File: src/rtl/sb_reg_pkg.sv
// Shared types and constants for the sideband register file.
// Reset image of the link configuration and read-only window lives here.
package sb_reg_pkg;

    typedef enum logic [1:0] {
        IDLE,
        ACCESS,
        RESP
    } sb_state_e;

    localparam logic [7:0] SB_RST_78 = 8'h03;
    localparam logic [7:0] SB_RST_79 = 8'h33;
    localparam logic [7:0] SB_RST_80 = 8'h05;
    localparam logic [7:0] SB_RST_87 = 8'hC0;
    localparam logic [7:0] SB_RST_88 = 8'hC0;

    localparam int SB_LINK_CFG_ADDR = 78;
    localparam int SB_RO_BASE       = 85;
    localparam int SB_RO_COUNT      = 4;

endpackage

File: src/rtl/sb_register_file.sv
// Sideband register file: one byte per cycle, response len+1 cycles after accept (1 for illegal len).
// req_ready is high only while idle; no request is taken while a transaction is in flight.
module sb_register_file
    import sb_reg_pkg::*;
#(
    parameter int ADDR_W        = 8,
    parameter int DEPTH         = 157,
    parameter int MAX_LEN       = 4,
    parameter int LEN_W         = 3,
    parameter int LINK_CFG_ADDR = SB_LINK_CFG_ADDR,
    parameter int RO_BASE       = SB_RO_BASE,
    parameter int RO_COUNT      = SB_RO_COUNT
) (
    input  logic                   fsm_clk,
    input  logic                   rst,
    input  logic                   req_valid,
    output logic                   req_ready,
    input  logic                   req_write,
    input  logic [ADDR_W-1:0]      req_addr,
    input  logic [LEN_W-1:0]       req_len,
    input  logic [8*MAX_LEN-1:0]   req_wdata,
    output logic                   rsp_valid,
    output logic                   rsp_err,
    output logic [8*MAX_LEN-1:0]   rsp_rdata,
    output logic [23:0]            link_configuration
);

    localparam logic [ADDR_W:0]  DEPTH_L   = (ADDR_W+1)'(DEPTH);
    localparam logic [ADDR_W:0]  RO_LO     = (ADDR_W+1)'(RO_BASE);
    localparam logic [ADDR_W:0]  RO_HI     = (ADDR_W+1)'(RO_BASE + RO_COUNT);
    localparam logic [LEN_W-1:0] MAX_LEN_L = LEN_W'(MAX_LEN);

    sb_state_e            state;
    logic [7:0]           mem [DEPTH];
    logic [ADDR_W-1:0]    addr_q;
    logic [LEN_W-1:0]     len_q;
    logic                 write_q;
    logic [8*MAX_LEN-1:0] wdata_q;
    logic [LEN_W-1:0]     idx;
    logic                 err_q;
    logic [8*MAX_LEN-1:0] rdata_acc;

    logic [ADDR_W:0]      cur_addr;
    logic                 cur_in_range;
    logic                 cur_ro;
    logic                 len_ok;

    // One extra address bit so a burst running past the top never wraps to 0.
    assign cur_addr     = {1'b0, addr_q} + (ADDR_W+1)'(idx);
    assign cur_in_range = cur_addr < DEPTH_L;
    assign cur_ro       = (cur_addr >= RO_LO) && (cur_addr < RO_HI);
    assign len_ok       = (req_len != '0) && (req_len <= MAX_LEN_L);
    assign req_ready    = (state == IDLE);

    assign link_configuration = {mem[LINK_CFG_ADDR+2], mem[LINK_CFG_ADDR+1], mem[LINK_CFG_ADDR]};

    always_ff @(posedge fsm_clk) begin
        if (rst) begin
            state     <= IDLE;
            rsp_valid <= 1'b0;
            rsp_err   <= 1'b0;
            rsp_rdata <= '0;
            addr_q    <= '0;
            len_q     <= '0;
            write_q   <= 1'b0;
            wdata_q   <= '0;
            idx       <= '0;
            err_q     <= 1'b0;
            rdata_acc <= '0;
            for (int i = 0; i < DEPTH; i++) begin
                mem[i] <= '0;
            end
            mem[LINK_CFG_ADDR]   <= SB_RST_78;
            mem[LINK_CFG_ADDR+1] <= SB_RST_79;
            mem[LINK_CFG_ADDR+2] <= SB_RST_80;
            mem[RO_BASE+2]       <= SB_RST_87;
            mem[RO_BASE+3]       <= SB_RST_88;
        end else begin
            rsp_valid <= 1'b0;
            case (state)
                IDLE: begin
                    if (req_valid) begin
                        addr_q    <= req_addr;
                        len_q     <= req_len;
                        write_q   <= req_write;
                        wdata_q   <= req_wdata;
                        idx       <= '0;
                        rdata_acc <= '0;
                        err_q     <= !len_ok;
                        state     <= len_ok ? ACCESS : RESP;
                    end
                end
                ACCESS: begin
                    // Faulty bytes only raise err; the rest of the burst still runs.
                    if (write_q) begin
                        if (cur_in_range && !cur_ro) begin
                            mem[cur_addr[ADDR_W-1:0]] <= wdata_q[8*idx +: 8];
                        end else begin
                            err_q <= 1'b1;
                        end
                    end else begin
                        if (cur_in_range) begin
                            rdata_acc[8*idx +: 8] <= mem[cur_addr[ADDR_W-1:0]];
                        end else begin
                            err_q <= 1'b1;
                        end
                    end
                    idx <= idx + 1'b1;
                    if (idx == len_q - 1'b1) begin
                        state <= RESP;
                    end
                end
                RESP: begin
                    rsp_valid <= 1'b1;
                    rsp_err   <= err_q;
                    rsp_rdata <= rdata_acc;
                    state     <= IDLE;
                end
                default: state <= IDLE;
            endcase
        end
    end

endmodule

File: config.mk
export PLATFORM = sky130hd
export DESIGN_NAME = sb_register_file
export DESIGN_NICKNAME = d
export VERILOG_FILES = /design/src/rtl/sb_reg_pkg.sv /design/src/rtl/sb_register_file.sv
export SDC_FILE = /design/constraint.sdc
export NUM_CORES = 2
export LEC_CHECK = 0
export ABC_CLOCK_PERIOD_IN_PS = 4800
export CAP_MARGIN = 10
export CELL_PAD_IN_SITES_DETAIL_PLACEMENT = 0
export CELL_PAD_IN_SITES_GLOBAL_PLACEMENT = 1
export CORE_ASPECT_RATIO = 1.25
export CORE_MARGIN = 4
export CORE_UTILIZATION = 51
export CTS_BUF_LIST = sky130_fd_sc_hd__clkbuf_4 sky130_fd_sc_hd__clkbuf_8 sky130_fd_sc_hd__clkbuf_16
export DETAILED_ROUTE_END_ITERATION = 8
export PLACE_DENSITY = 0.79
export SKIP_CTS_REPAIR_TIMING = 1
export SLEW_MARGIN = 20
export SYNTH_ARGS = -nofsm -noshare
export SYNTH_HDL_FRONTEND = slang
export SYNTH_SLANG_ARGS = --single-unit
File: constraint.sdc
create_clock -name fsm_clk -period 4.8 [get_ports fsm_clk]
set_input_delay 1.44 -clock fsm_clk [delete_from_list [all_inputs] [get_ports fsm_clk]]
set_output_delay 1.44 -clock fsm_clk [all_outputs]
set_load 0.01 [all_outputs]
# Word level (Yosys, flattened, before mapping)
# Memories as Yosys holds them, arrays and structs flattened.
# Index checks and enable logic that the tools add are counted.
op_classes:
  addsub: 4
  n_lt_le_gt_ge: 4
  n_eq_ne: 9
  n_shift: 3
  n_mux: 32
  n_bitwise: 5
  n_reduce_logical: 14
ops:
  columns: ["operator", "n"]
  rows:
  - ["32-bit 2-to-1 mux", 3]
  - ["32-bit case mux with 2 select lines", 1]
  - ["8-bit 2-to-1 mux", 7]
  - ["6-bit negator with 34-bit output", 1]
  - ["8-bit by 34-bit variable shift with 32-bit output (first input constant)", 1]
  - ["8-bit by 34-bit indexed part select with 32-bit output", 1]
  - ["32-bit bitwise mux", 1]
  - ["32-bit by 7-bit indexed part select with 8-bit output", 1]
  - ["1-bit 2-to-1 mux", 13]
  - ["8-bit by 3-bit adder with 9-bit output", 1]
  - ["9-bit by 7-bit greater-or-equal comparator with 1-bit output (second input constant)", 1]
  - ["9-bit by 7-bit < comparator with 1-bit output (second input constant)", 1]
  - ["9-bit by 8-bit < comparator with 1-bit output (second input constant)", 1]
  - ["2-bit inequality test (second input constant)", 4]
  - ["4-bit AND reduction", 2]
  - ["8-bit OR reduction", 1]
  - ["2-bit 2-to-1 mux", 3]
  - ["3-bit inequality test (second input constant)", 2]
  - ["3-bit case mux with 2 select lines", 1]
  - ["2-bit AND reduction", 3]
  - ["1-bit bitwise OR", 5]
  - ["2-bit case mux with 2 select lines", 1]
  - ["3-bit by 1-bit adder with 3-bit output (second input constant)", 1]
  - ["3-bit == test", 1]
  - ["11 further kinds", 14]
totals:
  reg_bits: 116
  ramBits: 1256
  out_inout_bits: 59
  memories: 1
memory_table:
  columns: ["memory", "depth", "word_bits", "read_ports", "rd_ports_with_merged_regs", "write_ports", "line", "rtl"]
  rows:
  - ["mem", 157, 8, 4, 0, 157, "sb_register_file.sv:34", "logic [7:0] mem [DEPTH];"]

# Logic depth before layout (Yosys ltp)
depth:
  depth_word: 12
  depth_mapped: 15
  ltp_nobuf: 10

# Worst setup path before layout
# OpenSTA, ideal clock, no wires.
synth_path:
  path_kind: "register to register"
  from: "reg idx[0]"
  to: "mem mem[157][1] (data pin)"
  setup_ns: 0.350
  t_arrival_ns: 3.947
  required_ns: 4.450
  setup_slack_ns: 0.504
  path_stages_with_launch: 15
  path_buffers: 4
  path_cell_list: "dfxtp_1 -> ha_1 -> fa_1 -> buf_2 -> nor2_1 -> nor3_1 -> o211a_1 -> o211ai_2 -> o2111ai_4 -> nor3_1 -> clkbuf_1 -> nand2_1 -> buf_2 -> buf_2 -> inv_1"
synth_lines:
  columns: ["item", "line", "rtl"]
  rows:
  - ["start, declared", "sb_register_file.sv:39", "logic [LEN_W-1:0] idx;"]
  - ["start signal, assigned", "sb_register_file.sv:108", "idx <= idx + 1'b1;"]
  - ["end, declared", "sb_register_file.sv:34", null]

# Final worst setup path
layout_path:
  from: "reg idx[1]"
  to: "reg rdata_acc[1]"
layout_between:
  elab_chain_cells: 7
  elab_cells_between_ends: 12
  classes_between: "2 x add/sub; 1 x order compare; 1 x eq/ne; 2 x shift; 4 x mux; 1 x reduce/logical; 1 x memory"
layout_lines:
  columns: ["item", "line", "rtl"]
  rows:
  - ["8-bit by 3-bit adder with 9-bit output", "sb_register_file.sv:49", "assign cur_addr = {1'b0, addr_q} + (ADDR_W+1)'(idx);"]
  - ["memory 157 x 8 bit", null, null]
  - ["8-bit by 34-bit indexed part select with 32-bit output", "sb_register_file.sv:103", "rdata_acc[8*idx +: 8] <= mem[cur_addr[ADDR_W-1:0]];"]
  - ["32-bit bitwise mux", "sb_register_file.sv:103", null]
  - ["32-bit 2-to-1 mux", "sb_register_file.sv:102", "if (cur_in_range) begin"]
  - ["32-bit 2-to-1 mux", "sb_register_file.sv:95", "if (write_q) begin"]
  - ["32-bit case mux with 2 select lines", "sb_register_file.sv:80", "case (state)"]
  - ["end signal, assigned by index", "sb_register_file.sv:103", null]
  - ["end, declared", "sb_register_file.sv:41", "logic [8*MAX_LEN-1:0] rdata_acc;"]
# Several ways; a longest one is shown, not always the timed one. The select of a mux whose other input is x is not followed.
# A chain may end at the register's enable or synchronous reset.

==> metrics.csv <==
metric;value;unit
outcome;complete, no violations;
nets;5128;
p_comb_share;10.5;%
fin_crit_sh;97.53;%
num_rows;147;
die_x;329.2;um
worstPathBufferInverterCount;3;
cp-start-kind;register;
crit_chain;buf_4 > ha_1 > a211oi_4 > o21ai_4 > buf_4 > nand2_4 > buf_12 > mux2_2 > o2111ai_1 > nor4b_2 > o2111ai_2 > o211ai_1;
syn_area_per_cell;13.69;um2
final_layout_size_suffix_gt1_share;17.47;%
worstReg2RegEnd;rdata_acc[1];
slowest_delay;650;ps
rsz0062_at_grt;false;
hold_viol;0;
setup_ws;118.4;ps
worstPathArrival;5380;ps
wire_per_inst;27.18;um
path_max_fanout;33;
ys_seq_elements;1524;
vias;41960;
port_buffers;105;
skew;23.43;ps
track_usage;28.06;%
power.total;29.71;mW
netlist_area;65760;um2
cts_made_buffers;146;
hold_start;mem[87][7];
pwr-share-clk;39.0;%
synthFlopType;edfxtp_1;
place_area;70180;um2
grt_pass1_vias;42149;
p_leak;25.97;nW
fmax;213.6;MHz
synthToLayoutAreaGrowth;14.12;%
ir_drop;0.3699;mV
ant_nets;0;
synth_edf_count;1392;
hold_class;register to register;
yosysWarnings;0;
clockBufferDepth;3;
wl;187500;um
start_util;51.29;%
grt.overflow.total;0;
setup_viol;0;
grt_pass1_wl;278300;um
grt_max_degree;155;
clock-root-buffer;clkbuf_16;
intPower;22.67;mW
required;5500;ps
chipHeight;409.5;um
netlist_top_cells_area;edfxtp_1, mux4_2, nor2_1;
p_seq_share;50.5;%
hold_end;mem[87][7];
core;128200;um2
final_core_util;58.54;%
synth_cell_types;78;
vias_per_cell;6.083;
slew_violations;0;
cts_sinks;1524;
htree_levels;4;
regToRegStartpoint;idx[1];
path_delay_family;compound AO/OA/AOI/OAI gates;
worstRegToRegCells;12;
dpl.hpwl;121600;um
pre_cts_ws;-206.3;ps
layout_min_cycle_time;4682;ps
cts.clk_slew.worst_paths;60;ps
switching_power;7.042;mW
maxSlewHeadroom;26.46;%
ys_seq_area_share;67.59;%
whs_path_depth;1;
diodes;0;
postLayoutCellArea;75040;um2
cp_slowest_cell;nor4b_2;
drv_cap;0;
worst_slew_pin_slew;1098;ps
critPathKind;register to register;
first_pass_iters;6;
gp_congestion;0.9135;
drt_iter0_markers;5053;
dieArea;134800;um2
antenna_found_initial;3;
synth_top_area_share;63.57;%
io_pins;106;
drc;0;
rrSetupSlack;120;ps
yosys.area.top_type;edfxtp_1;
cts_tree;yes;
cp-end-kind;register;
swShare;23.70;%
synthArstFlopShare;0;%
crit_path_frequent_cell;buf_4;
cellPowerDensity;395.9;nW/um2
clkLatencyLatePin;790;ps
synth_cells;4802;
[logic make-up after synthesis]
logic type	count (synthesis)	synth area share, %
and+or+nand+nor	2134	12.91
DFF	1524	67.59
xor gates and xnor gates	13	0.1732
AOI/OAI and AO/OA	331	3.393
muxes	412	13.21
other	1	0.005703
buffers and inverters	376	2.500
adders and majority gates	11	0.2207
[worst reg2reg max path: cells and delay by family, from the launching register on]
kind / cells / cell delay, ps
AOI/OAI and AO/OA: 5 / 1610
and+or+nand+nor: 2 / 1080
buffers and inverters: 3 / 900
DFF: 1 / 370
adders and majority gates: 1 / 340
muxes: 1 / 310
[cells in the final DEF, fill, tap and decap left out, types with 19 or more instances in the layout]
cell type,instances
mux4_2,363
clkdlybuf4s50_1,104
and3_1,22
nand2_1,631
clkinv_1,30
buf_4,179
dfxtp_1,132
conb_1,168
a211oi_1,19
a21oi_1,112
nand3_1,53
edfxtp_1,1392
clkinv_2,22
a31oi_1,23
nor2_1,1267
clkbuf_4,28
nor3_1,28
buf_12,29
clkbuf_16,152
mux2i_1,35
o21ai_0,36
[state kept, by name, summed over array words and instances (netlist names)]
name / flops
wdata_q: 32
state: 2
len_q: 3
rsp_err: 1
idx: 3
rsp_rdata: 32
mem: 1408
err_q: 1
addr_q: 8
write_q: 1
rdata_acc: 32
rsp_valid: 1
[final cells by class]
class                   instances  area [um2]
well taps                    1713        2143
clock inverters                77       698.2
fillers                      9975       53150
inverters                      17       68.82
flip-flops and latches       1524       44440
multi-input cells            3069       20630
repair buffers                312        2965
clock buffers                 186        4096
[cell usage after synthesis, types with 7 or more instances]
library cell and count:
o22ai_1 16, buf_1 44, nor2b_1 18, mux2_2 14
o21ai_0 36, and3_1 22, edfxtp_1 1392, a22oi_1 11
mux4_2 363, a32oi_1 15, nor4_1 16, a21oi_1 113
nor2_1 1270, or3_1 7, a31oi_1 23, or2_2 11
a211o_1 8, nand3_1 53, xor2_1 7, buf_4 19
a211oi_1 21, inv_1 15, nor4_2 7, nand4_1 15
o211ai_1 10, ha_1 10, nand2_1 652, buf_2 129
dfxtp_1 132, nor3_1 38, a311oi_1 8, mux2i_1 35
clkbuf_1 167
[routing by layer]
metal	up-vias	wire (um)	global-route usage, %
met3	477	19850	5.967
met1	21165	67430	36.56
met5	-	31	0
li1	17962	-	-
met2	2352	89410	45.03
met4	4	10760	14.02
[power groups by stage]
stage	logic, mW	clock network [mW]	registers (mW)
global route	3.27	12.3	15.0
detailed placement	3.09	0	15.3
CTS	3.10	11.7	15.0
floorplan	1.99	0	15.2
finish	3.12	11.6	15.0
global placement	3.07	0	15.3
[how the worst max path moves through the flow]
stage / startpoint / to / slack (ps) / cells past startpoint
floorplan: idx[0] / mem[157][1] / 500 / 14
finish: idx[1] / rdata_acc[1] / 120 / 12
global route: idx[1] / mem[59][0] / 0.4 / 12
global placement: idx[1] / rdata_acc[1] / -210 / 12
detailed placement: idx[1] / rdata_acc[1] / -210 / 12
CTS: idx[1] / rdata_acc[1] / -270 / 12
[through the flow]
| stage | TNS, ps | hold WS [ps] | instances |
|---|---|---|---|
| after floorplan | 0 | 411.5 | 4969 |
| after global placement | -793.8 | 425.8 | 6634 |
| after detailed placement | -783.1 | 435.6 | 6634 |
| after CTS | -1037 | 450.8 | 6897 |
| after global routing | 0 | 470.8 | 6898 |
| final | 0 | 448.7 | 6898 |
Note: power is estimated with default switching activity, not from simulation.
